===== config.mk =====
export PLATFORM = sky130hd
export DESIGN_NAME = mc_ctrl_fsm_flat
export DESIGN_NICKNAME = d
export VERILOG_FILES = /design/src/rtl/mc_pkg.sv /design/src/rtl/mc_ctrl_fsm_if.sv /design/src/rtl/mem_wait_timer.sv /design/src/rtl/mc_ctrl_fsm.sv /design/src/flat_wrapper.sv
export SDC_FILE = /design/constraint.sdc
export NUM_CORES = 1
export LEC_CHECK = 0
export CORE_UTILIZATION = 40
export CTS_BUF_LIST = sky130_fd_sc_hd__clkbuf_4
export DETAILED_ROUTE_END_ITERATION = 10
export PLACE_DENSITY = 0.66
export SKIP_CTS_REPAIR_TIMING = 1
export SYNTH_ARGS = -nofsm -noshare
export SYNTH_HDL_FRONTEND = slang
export SYNTH_SLANG_ARGS = --single-unit

===== constraint.sdc =====
create_clock -name clk -period 3.3 [get_ports clk]
set_input_delay 0.495 -clock clk [delete_from_list [all_inputs] [get_ports clk]]
set_output_delay 0.495 -clock clk [all_outputs]
set_load 0.02 [all_outputs]

===== src/rtl/mc_pkg.sv =====
// Shared definitions for the multicycle control FSM: state encoding, opcodes,
// trap cause codes and the packed control-output bundle.
// Ports: none (package).
package mc_pkg;

  typedef enum logic [3:0] {
    S_FETCH,
    S_DECODE,
    S_MEMADR,
    S_MEMREAD,
    S_MEMWB,
    S_MEMWRITE,
    S_EXEC_R,
    S_EXEC_I,
    S_ALUWB,
    S_JUMP,
    S_BEQ,
    S_AUIPC,
    S_LUI,
    S_TRAP
  } state_e;

  localparam logic [6:0] OP_RTYPE = 7'b0110011;
  localparam logic [6:0] OP_ITYPE = 7'b0010011;
  localparam logic [6:0] OP_LOAD  = 7'b0000011;
  localparam logic [6:0] OP_STORE = 7'b0100011;
  localparam logic [6:0] OP_JALR  = 7'b1100111;
  localparam logic [6:0] OP_BEQ   = 7'b1100011;
  localparam logic [6:0] OP_JAL   = 7'b1101111;
  localparam logic [6:0] OP_AUIPC = 7'b0010111;
  localparam logic [6:0] OP_LUI   = 7'b0110111;

  typedef enum logic [1:0] {
    TRAP_NONE    = 2'b00,
    TRAP_ILLEGAL = 2'b01,
    TRAP_TIMEOUT = 2'b10
  } trap_e;

  typedef struct packed {
    logic       branch;
    logic       pcupdate;
    logic       regwrite;
    logic       memwrite;
    logic       irwrite;
    logic       adrsrc;
    logic       mem_req;
    logic       retire;
    logic [1:0] resultsrc;
    logic [1:0] alusrca;
    logic [1:0] alusrcb;
    logic [1:0] aluop;
  } ctrl_t;

  // States that hold a memory request open until mem_ready.
  function automatic logic is_mem_state(state_e s);
    return (s == S_FETCH) || (s == S_MEMREAD) || (s == S_MEMWRITE);
  endfunction

endpackage


===== src/rtl/mc_ctrl_fsm_if.sv =====
// Control bundle between the multicycle controller and its datapath/memory.
// master: controller side (takes op/mem_ready, drives strobes, selects, trap_cause).
// slave: datapath side (drives op/mem_ready, observes everything else).
interface mc_ctrl_fsm_if;
  logic [6:0] op;
  logic       mem_ready;
  logic       branch;
  logic       pcupdate;
  logic       regwrite;
  logic       memwrite;
  logic       irwrite;
  logic       adrsrc;
  logic [1:0] resultsrc;
  logic [1:0] alusrca;
  logic [1:0] alusrcb;
  logic [1:0] aluop;
  logic       mem_req;
  logic       retire;
  logic [1:0] trap_cause;

  modport master (
    input  op, mem_ready,
    output branch, pcupdate, regwrite, memwrite, irwrite, adrsrc,
           resultsrc, alusrca, alusrcb, aluop, mem_req, retire, trap_cause
  );

  modport slave (
    output op, mem_ready,
    input  branch, pcupdate, regwrite, memwrite, irwrite, adrsrc,
           resultsrc, alusrca, alusrcb, aluop, mem_req, retire, trap_cause
  );
endinterface


===== src/rtl/mem_wait_timer.sv =====
// Memory wait counter: counts stalled request cycles, saturating at TIMEOUT.
// Latency: expired is a combinational compare of the registered count.
// Backpressure: none; clr has priority over inc. Ports: clk, rst, clr, inc, expired.
module mem_wait_timer #(
  parameter int WAIT_W  = 4,
  parameter int TIMEOUT = 15
) (
  input  logic clk,
  input  logic rst,
  input  logic clr,
  input  logic inc,
  output logic expired
);

  localparam logic [WAIT_W-1:0] LIMIT = WAIT_W'(TIMEOUT);

  logic [WAIT_W-1:0] r_count;

  always_ff @(posedge clk or posedge rst) begin
    if (rst) begin
      r_count <= '0;
    end else if (clr) begin
      r_count <= '0;
    end else if (inc && (r_count != LIMIT)) begin
      // Saturate rather than wrap so a long stall can never look fresh.
      r_count <= r_count + WAIT_W'(1);
    end
  end

  assign expired = (r_count == LIMIT);

endmodule


===== src/rtl/mc_ctrl_fsm.sv =====
// Multicycle RISC-V style controller: sequences fetch/decode/execute/writeback.
// Latency: Moore outputs plus mem_ready-gated strobes; one state per cycle.
// Backpressure: FETCH/MEMREAD/MEMWRITE hold until mem_ready, trap on timeout.
// Ports: clk, rst (async, active-high), bus (mc_ctrl_fsm_if.master).
module mc_ctrl_fsm #(
  parameter bit HANDSHAKE_EN = 1'b1,
  parameter int WAIT_W       = 4,
  parameter int TIMEOUT      = 15
) (
  input logic          clk,
  input logic          rst,
  mc_ctrl_fsm_if.master bus
);
  import mc_pkg::*;

  state_e r_state;
  state_e w_next;
  trap_e  r_trap_cause;
  trap_e  w_cause;
  ctrl_t  w_ctrl;
  logic   w_ready;
  logic   w_expired;
  logic   w_clr;
  logic   w_inc;

  // Without handshaking every access completes in its first cycle.
  assign w_ready = HANDSHAKE_EN ? bus.mem_ready : 1'b1;

  // Any state change re-arms the timer, which covers every entry into a
  // request state; it only counts cycles where a request is stalled.
  assign w_clr = (w_next != r_state);
  assign w_inc = w_ctrl.mem_req && !w_ready;

  mem_wait_timer #(
    .WAIT_W (WAIT_W),
    .TIMEOUT(TIMEOUT)
  ) u_wait (
    .clk    (clk),
    .rst    (rst),
    .clr    (w_clr),
    .inc    (w_inc),
    .expired(w_expired)
  );

  always_ff @(posedge clk or posedge rst) begin
    if (rst) begin
      r_state <= S_FETCH;
    end else begin
      r_state <= w_next;
    end
  end

  // Cause is latched only on entry, so TRAP keeps it until reset.
  always_ff @(posedge clk or posedge rst) begin
    if (rst) begin
      r_trap_cause <= TRAP_NONE;
    end else if ((r_state != S_TRAP) && (w_next == S_TRAP)) begin
      r_trap_cause <= w_cause;
    end
  end

  always_comb begin
    w_next  = r_state;
    w_cause = TRAP_NONE;
    case (r_state)
      S_FETCH: begin
        // mem_ready beats the timeout on the same cycle.
        if (w_ready) begin
          w_next = S_DECODE;
        end else if (w_expired) begin
          w_next  = S_TRAP;
          w_cause = TRAP_TIMEOUT;
        end
      end
      S_DECODE: begin
        case (bus.op)
          OP_RTYPE:                  w_next = S_EXEC_R;
          OP_ITYPE:                  w_next = S_EXEC_I;
          OP_LOAD, OP_STORE, OP_JALR: w_next = S_MEMADR;
          OP_BEQ:                    w_next = S_BEQ;
          OP_JAL:                    w_next = S_JUMP;
          OP_AUIPC:                  w_next = S_AUIPC;
          OP_LUI:                    w_next = S_LUI;
          default: begin
            w_next  = S_TRAP;
            w_cause = TRAP_ILLEGAL;
          end
        endcase
      end
      S_MEMADR: begin
        case (bus.op)
          OP_LOAD:  w_next = S_MEMREAD;
          OP_STORE: w_next = S_MEMWRITE;
          OP_JALR:  w_next = S_JUMP;
          default: begin
            // Only reachable if the IR changed under us; treat as illegal.
            w_next  = S_TRAP;
            w_cause = TRAP_ILLEGAL;
          end
        endcase
      end
      S_MEMREAD: begin
        if (w_ready) begin
          w_next = S_MEMWB;
        end else if (w_expired) begin
          w_next  = S_TRAP;
          w_cause = TRAP_TIMEOUT;
        end
      end
      S_MEMWRITE: begin
        if (w_ready) begin
          w_next = S_FETCH;
        end else if (w_expired) begin
          w_next  = S_TRAP;
          w_cause = TRAP_TIMEOUT;
        end
      end
      S_EXEC_R, S_EXEC_I, S_JUMP, S_AUIPC: w_next = S_ALUWB;
      S_MEMWB, S_ALUWB, S_BEQ, S_LUI:     w_next = S_FETCH;
      S_TRAP:                             w_next = S_TRAP;
      default:                            w_next = S_FETCH;
    endcase
  end

  always_comb begin
    w_ctrl = '0;
    if (rst) begin
      // Strobes off during reset, selects parked at their fetch values.
      w_ctrl.resultsrc = 2'b10;
      w_ctrl.alusrcb   = 2'b10;
    end else begin
      w_ctrl.mem_req = is_mem_state(r_state);
      case (r_state)
        S_FETCH: begin
          w_ctrl.pcupdate  = w_ready;
          w_ctrl.irwrite   = w_ready;
          w_ctrl.resultsrc = 2'b10;
          w_ctrl.alusrcb   = 2'b10;
        end
        S_DECODE, S_AUIPC: begin
          w_ctrl.alusrca = 2'b01;
          w_ctrl.alusrcb = 2'b01;
        end
        S_MEMADR: begin
          w_ctrl.alusrca = 2'b10;
          w_ctrl.alusrcb = 2'b01;
        end
        S_MEMREAD: begin
          w_ctrl.adrsrc = 1'b1;
        end
        S_MEMWRITE: begin
          w_ctrl.adrsrc   = 1'b1;
          w_ctrl.memwrite = w_ready;
          w_ctrl.retire   = w_ready;
        end
        S_MEMWB: begin
          w_ctrl.regwrite  = 1'b1;
          w_ctrl.resultsrc = 2'b01;
          w_ctrl.retire    = 1'b1;
        end
        S_ALUWB: begin
          w_ctrl.regwrite = 1'b1;
          w_ctrl.retire   = 1'b1;
        end
        S_LUI: begin
          w_ctrl.regwrite  = 1'b1;
          w_ctrl.resultsrc = 2'b11;
          w_ctrl.retire    = 1'b1;
        end
        S_EXEC_R: begin
          w_ctrl.alusrca = 2'b10;
          w_ctrl.aluop   = 2'b10;
        end
        S_EXEC_I: begin
          w_ctrl.alusrca = 2'b10;
          w_ctrl.alusrcb = 2'b01;
          w_ctrl.aluop   = 2'b10;
        end
        S_JUMP: begin
          w_ctrl.pcupdate = 1'b1;
          w_ctrl.alusrca  = 2'b01;
          w_ctrl.alusrcb  = 2'b10;
        end
        S_BEQ: begin
          w_ctrl.branch  = 1'b1;
          w_ctrl.alusrca = 2'b10;
          w_ctrl.aluop   = 2'b01;
          w_ctrl.retire  = 1'b1;
        end
        default: ;
      endcase
    end
  end

  assign bus.branch     = w_ctrl.branch;
  assign bus.pcupdate   = w_ctrl.pcupdate;
  assign bus.regwrite   = w_ctrl.regwrite;
  assign bus.memwrite   = w_ctrl.memwrite;
  assign bus.irwrite    = w_ctrl.irwrite;
  assign bus.adrsrc     = w_ctrl.adrsrc;
  assign bus.resultsrc  = w_ctrl.resultsrc;
  assign bus.alusrca    = w_ctrl.alusrca;
  assign bus.alusrcb    = w_ctrl.alusrcb;
  assign bus.aluop      = w_ctrl.aluop;
  assign bus.mem_req    = w_ctrl.mem_req;
  assign bus.retire     = w_ctrl.retire;
  assign bus.trap_cause = r_trap_cause;

endmodule


===== src/flat_wrapper.sv =====
// flat-port wrapper written by rule: the top's interface ports become plain ports
module mc_ctrl_fsm_flat import mc_pkg::*;
#(
  parameter bit HANDSHAKE_EN = 1'b1,
  parameter int WAIT_W       = 4,
  parameter int TIMEOUT      = 15
)
  (clk, rst, bus_op, bus_mem_ready, bus_branch, bus_pcupdate, bus_regwrite, bus_memwrite, bus_irwrite, bus_adrsrc, bus_resultsrc, bus_alusrca, bus_alusrcb, bus_aluop, bus_mem_req, bus_retire, bus_trap_cause);
  mc_ctrl_fsm_if bus_i ();
  input logic clk;
  input logic rst;
  input wire logic [$bits(bus_i.op)-1:0] bus_op;
  input wire logic [$bits(bus_i.mem_ready)-1:0] bus_mem_ready;
  output wire logic [$bits(bus_i.branch)-1:0] bus_branch;
  output wire logic [$bits(bus_i.pcupdate)-1:0] bus_pcupdate;
  output wire logic [$bits(bus_i.regwrite)-1:0] bus_regwrite;
  output wire logic [$bits(bus_i.memwrite)-1:0] bus_memwrite;
  output wire logic [$bits(bus_i.irwrite)-1:0] bus_irwrite;
  output wire logic [$bits(bus_i.adrsrc)-1:0] bus_adrsrc;
  output wire logic [$bits(bus_i.resultsrc)-1:0] bus_resultsrc;
  output wire logic [$bits(bus_i.alusrca)-1:0] bus_alusrca;
  output wire logic [$bits(bus_i.alusrcb)-1:0] bus_alusrcb;
  output wire logic [$bits(bus_i.aluop)-1:0] bus_aluop;
  output wire logic [$bits(bus_i.mem_req)-1:0] bus_mem_req;
  output wire logic [$bits(bus_i.retire)-1:0] bus_retire;
  output wire logic [$bits(bus_i.trap_cause)-1:0] bus_trap_cause;
  assign bus_i.op = bus_op;
  assign bus_i.mem_ready = bus_mem_ready;
  assign bus_branch = bus_i.branch;
  assign bus_pcupdate = bus_i.pcupdate;
  assign bus_regwrite = bus_i.regwrite;
  assign bus_memwrite = bus_i.memwrite;
  assign bus_irwrite = bus_i.irwrite;
  assign bus_adrsrc = bus_i.adrsrc;
  assign bus_resultsrc = bus_i.resultsrc;
  assign bus_alusrca = bus_i.alusrca;
  assign bus_alusrcb = bus_i.alusrcb;
  assign bus_aluop = bus_i.aluop;
  assign bus_mem_req = bus_i.mem_req;
  assign bus_retire = bus_i.retire;
  assign bus_trap_cause = bus_i.trap_cause;
  mc_ctrl_fsm #(.HANDSHAKE_EN(HANDSHAKE_EN), .WAIT_W(WAIT_W), .TIMEOUT(TIMEOUT)) u_core (.clk(clk), .rst(rst), .bus(bus_i));
endmodule

==> results of run 1 <==
path summary, 6_finish.rpt:
| path | startpoint | to | slack (ns) | depth (start not counted) |
|---|---|---|---|---|
| min | u_core.bus.trap_cause[0] | u_core.bus.trap_cause[0] | 0.50 | 1 |
| max in group asynchronous | rst | u_core.u_wait.r_count[0] | 2.21 | 3 |
| min in group asynchronous | rst | u_core.u_wait.r_count[2] | 0.95 | 3 |
| max reg2reg | u_core.r_state[0] | u_core.u_wait.r_count[1] | 0.71 | 6 |
| min reg2reg | u_core.bus.trap_cause[0] | u_core.bus.trap_cause[0] | 0.50 | 1 |
| max | u_core.r_state[0] | bus_pcupdate | 0.36 | 5 |
power by group:
part | switching (mW) | total (mW) | internal, mW
registers | 0.0881 | 0.239 | 0.151
logic | 0.343 | 0.628 | 0.284
clock network | 0.0408 | 0.0830 | 0.0421
routing by layer:
metal / routed length (microns) / vias up / GRT usage
li1: - / 587 / -
met1: 1440 / 587 / 0.286
met2: 1510 / 30 / 0.342
met3: 178 / 4 / 0.0363
met4: 32 / 0 / 0.0592
met5: 0 / - / 0
sequential cells by signal (all words and copies together), names as in the netlist:
name and flops:
u_core.r_state 4, u_core.u_wait.r_count 4, u_core.bus.trap_cause 2
cells in the final DEF, fill, tap and decap left out, drive strengths merged, types with 2 or more instances in the layout:
cell	instances
clkdlybuf4s50	27
nand2	13
dfrtp	10
nor2	9
nand2b	8
nor4	8
nor3	7
inv	6
a21oi	6
and3	5
o21ai	5
or4	4
a31oi	4
nor2b	3
xnor2	3
xor2	3
clkbuf	3
buf	3
and2	2
or3	2
o21a	2
o31ai	2
nand4b	2
o221ai	2
a211oi	2
cells by family (layout without fill, tap and decap cells):
logic type	count (synthesis)	count (layout)	synth area share
fa+ha+maj	1	1	0.0102
mux	1	1	0.00814
simple gates	76	76	0.391
compound gates	34	34	0.266
flops	10	10	0.203
xor+xnor	6	6	0.0427
buf+inv	16	39	0.0793
final cells by class:
type,count,area [sq um],area share
Tap cell,31,38.8,0.0257
Clock buffer,3,22.5,0.0149
Timing Repair Buffer,30,293,0.194
Multi-Input combinational cell,118,882,0.585
Inverter,6,22.5,0.0149
Sequential cell,10,250,0.166
worst reg2reg max path: cells and delay by family (launching register included):
family                 cells  cell delay (ns)
AO/OA/AOI/OAI              2             0.24
AND/OR/NAND/NOR            3             1.20
flip-flops                 1             0.69
buffers and inverters      1             0.33
per-stage QoR:
step / util / worst slack [ns] / total power [mW]
floorplan: - / 1.19 / 0.691
global placement: 0.525 / 0.586 / 0.861
detailed placement: 0.525 / 0.474 / 0.865
CTS: 0.533 / 0.356 / 0.952
global route: 0.533 / 0.287 / 1.02
finish: 0.533 / 0.363 / 0.949
==> impl_metrics.json, run 1 <==
{
  "die_w_microns": 57.5,
  "cts_buffers": 3,
  "finalHoldViolCount": 0,
  "clkLatencyLatePin_ns": 0.27,
  "postPlaceCellArea_sq_um": 1490,
  "core_area_sq_um": 2830,
  "grt_pass1_vias": 1121,
  "crit_buf_inv": 2,
  "htree_levels": 1,
  "drive_gt1_frac": 0.150,
  "instances_no_fill": 198,
  "globalplace.congestion": 0.846,
  "relSlewSlack": 0.545,
  "dpl.cell_count": 195,
  "tightest_slew_ns": 0.683,
  "syn_inst": 144,
  "hold_class": "reg2reg",
  "async_reset_ff_frac": 1.00,
  "routed_wl_microns": 3160,
  "antenna_cells": 0,
  "tns_ns": 0,
  "drt-vias-per-instance": 6.10,
  "cp_max_fo": 16,
  "synth.most_common_cell": "nand2_1",
  "antenna_found_initial": 0,
  "syn2layout_area_growth_pct": 22.7,
  "period_needed_ns": 2.94,
  "cts_tree": "yes",
  "cp-end-kind": "output pin",
  "synth_flop_cell": "dfrtp_1",
  "cp_slowest_cell": "clkdlybuf4s50_1",
  "vias": 1208,
  "ys_top_cells_by_area": "dfrtp_1 20%, nand2b_1 4.1%, nand2_1 4.0%",
  "clkSlewWorstSetupHoldPaths_ns": 0.06,
  "die_y_microns": 57.5,
  "violations": "DRC",
  "syn-cell-area_sq_um": 1230,
  "synth_fp_nets": 155,
  "ioPinCount": 28,
  "synth_area_leader_cell": "dfrtp_1",
  "rsz0062_at_grt": "no",
  "io_buffers": 27,
  "timing.hold.ws_ns": 0.496,
  "critPathArrivalTime_ns": 2.44,
  "fin_crit_sh": 0.890,
  "leakagePower_nw": 0.580,
  "powerDensity_nw_per_um2": 629,
  "crit_type": "reg2out",
  "avgSynthCellArea_sq_um": 8.54,
  "start_util": 0.435,
  "yosys_warnings": 0,
  "wire_per_inst_microns": 16.0,
  "root_buffer": "clkbuf_4",
  "nets": 180,
  "synth_top_cell_area_share": 0.203,
  "cp-start-kind": "flip-flop",
  "maxClockFrequency_mhz": 341,
  "skew_ns": 0.00223,
  "cap_violations": 0,
  "rows": 19,
  "synth_common_cells": "13 x nand2_1, 10 x dfrtp_1, 8 x nand2b_1, 8 x nor2_1, 7 x nor3_1",
  "slew_violations": 0,
  "yosysUniqueCellTypes": 62,
  "grt_usage": 0.210,
  "hpwlAfterDp_microns": 2360,
  "cp_slowest_stage_delay_ns": 0.67,
  "crit_chain": "inv_1 -> and3_1 -> a21oi_1 -> nor4_1 -> clkdlybuf4s50_1",
  "seq_area_frac_synth": 0.203,
  "status": "finished, violations left",
  "required_ns": 2.80,
  "grt_first_pass_wirelength_microns": 5370,
  "ys_ff_latch": 10,
  "grt_max_degree": 19,
  "fillers": 269,
  "setup_viol": 0,
  "clock-sinks": 10,
  "synth_edf_count": 0,
  "drc": 1,
  "ant_nets": 0,
  "first_pass_iters": 7,
  "die_area_sq_um": 3300,
  "fin_area_sq_um": 1510,
  "cts.path.max_buffers": 2,
  "overflow": 0,
  "vdd_drop_max_mv": 0.348,
  "dr.first_iter.drc_count": 85,
  "path_delay_family": "buffers and inverters"
}
No activity file was read; power rests on OpenSTA's default activity.
==> run 2, diff against run 1 <==
--- a/config.mk
+++ b/config.mk
@@ -8,6 +8,7 @@
 export CORE_UTILIZATION = 40
 export CTS_BUF_LIST = sky130_fd_sc_hd__clkbuf_4
 export DETAILED_ROUTE_END_ITERATION = 10
+export HOLD_SLACK_MARGIN = 0.1
 export PLACE_DENSITY = 0.66
 export SKIP_CTS_REPAIR_TIMING = 1
 export SYNTH_ARGS = -nofsm -noshare
==> results of run 2 <==
No change in the layout: final DEF, timing and power equal those of run 1.
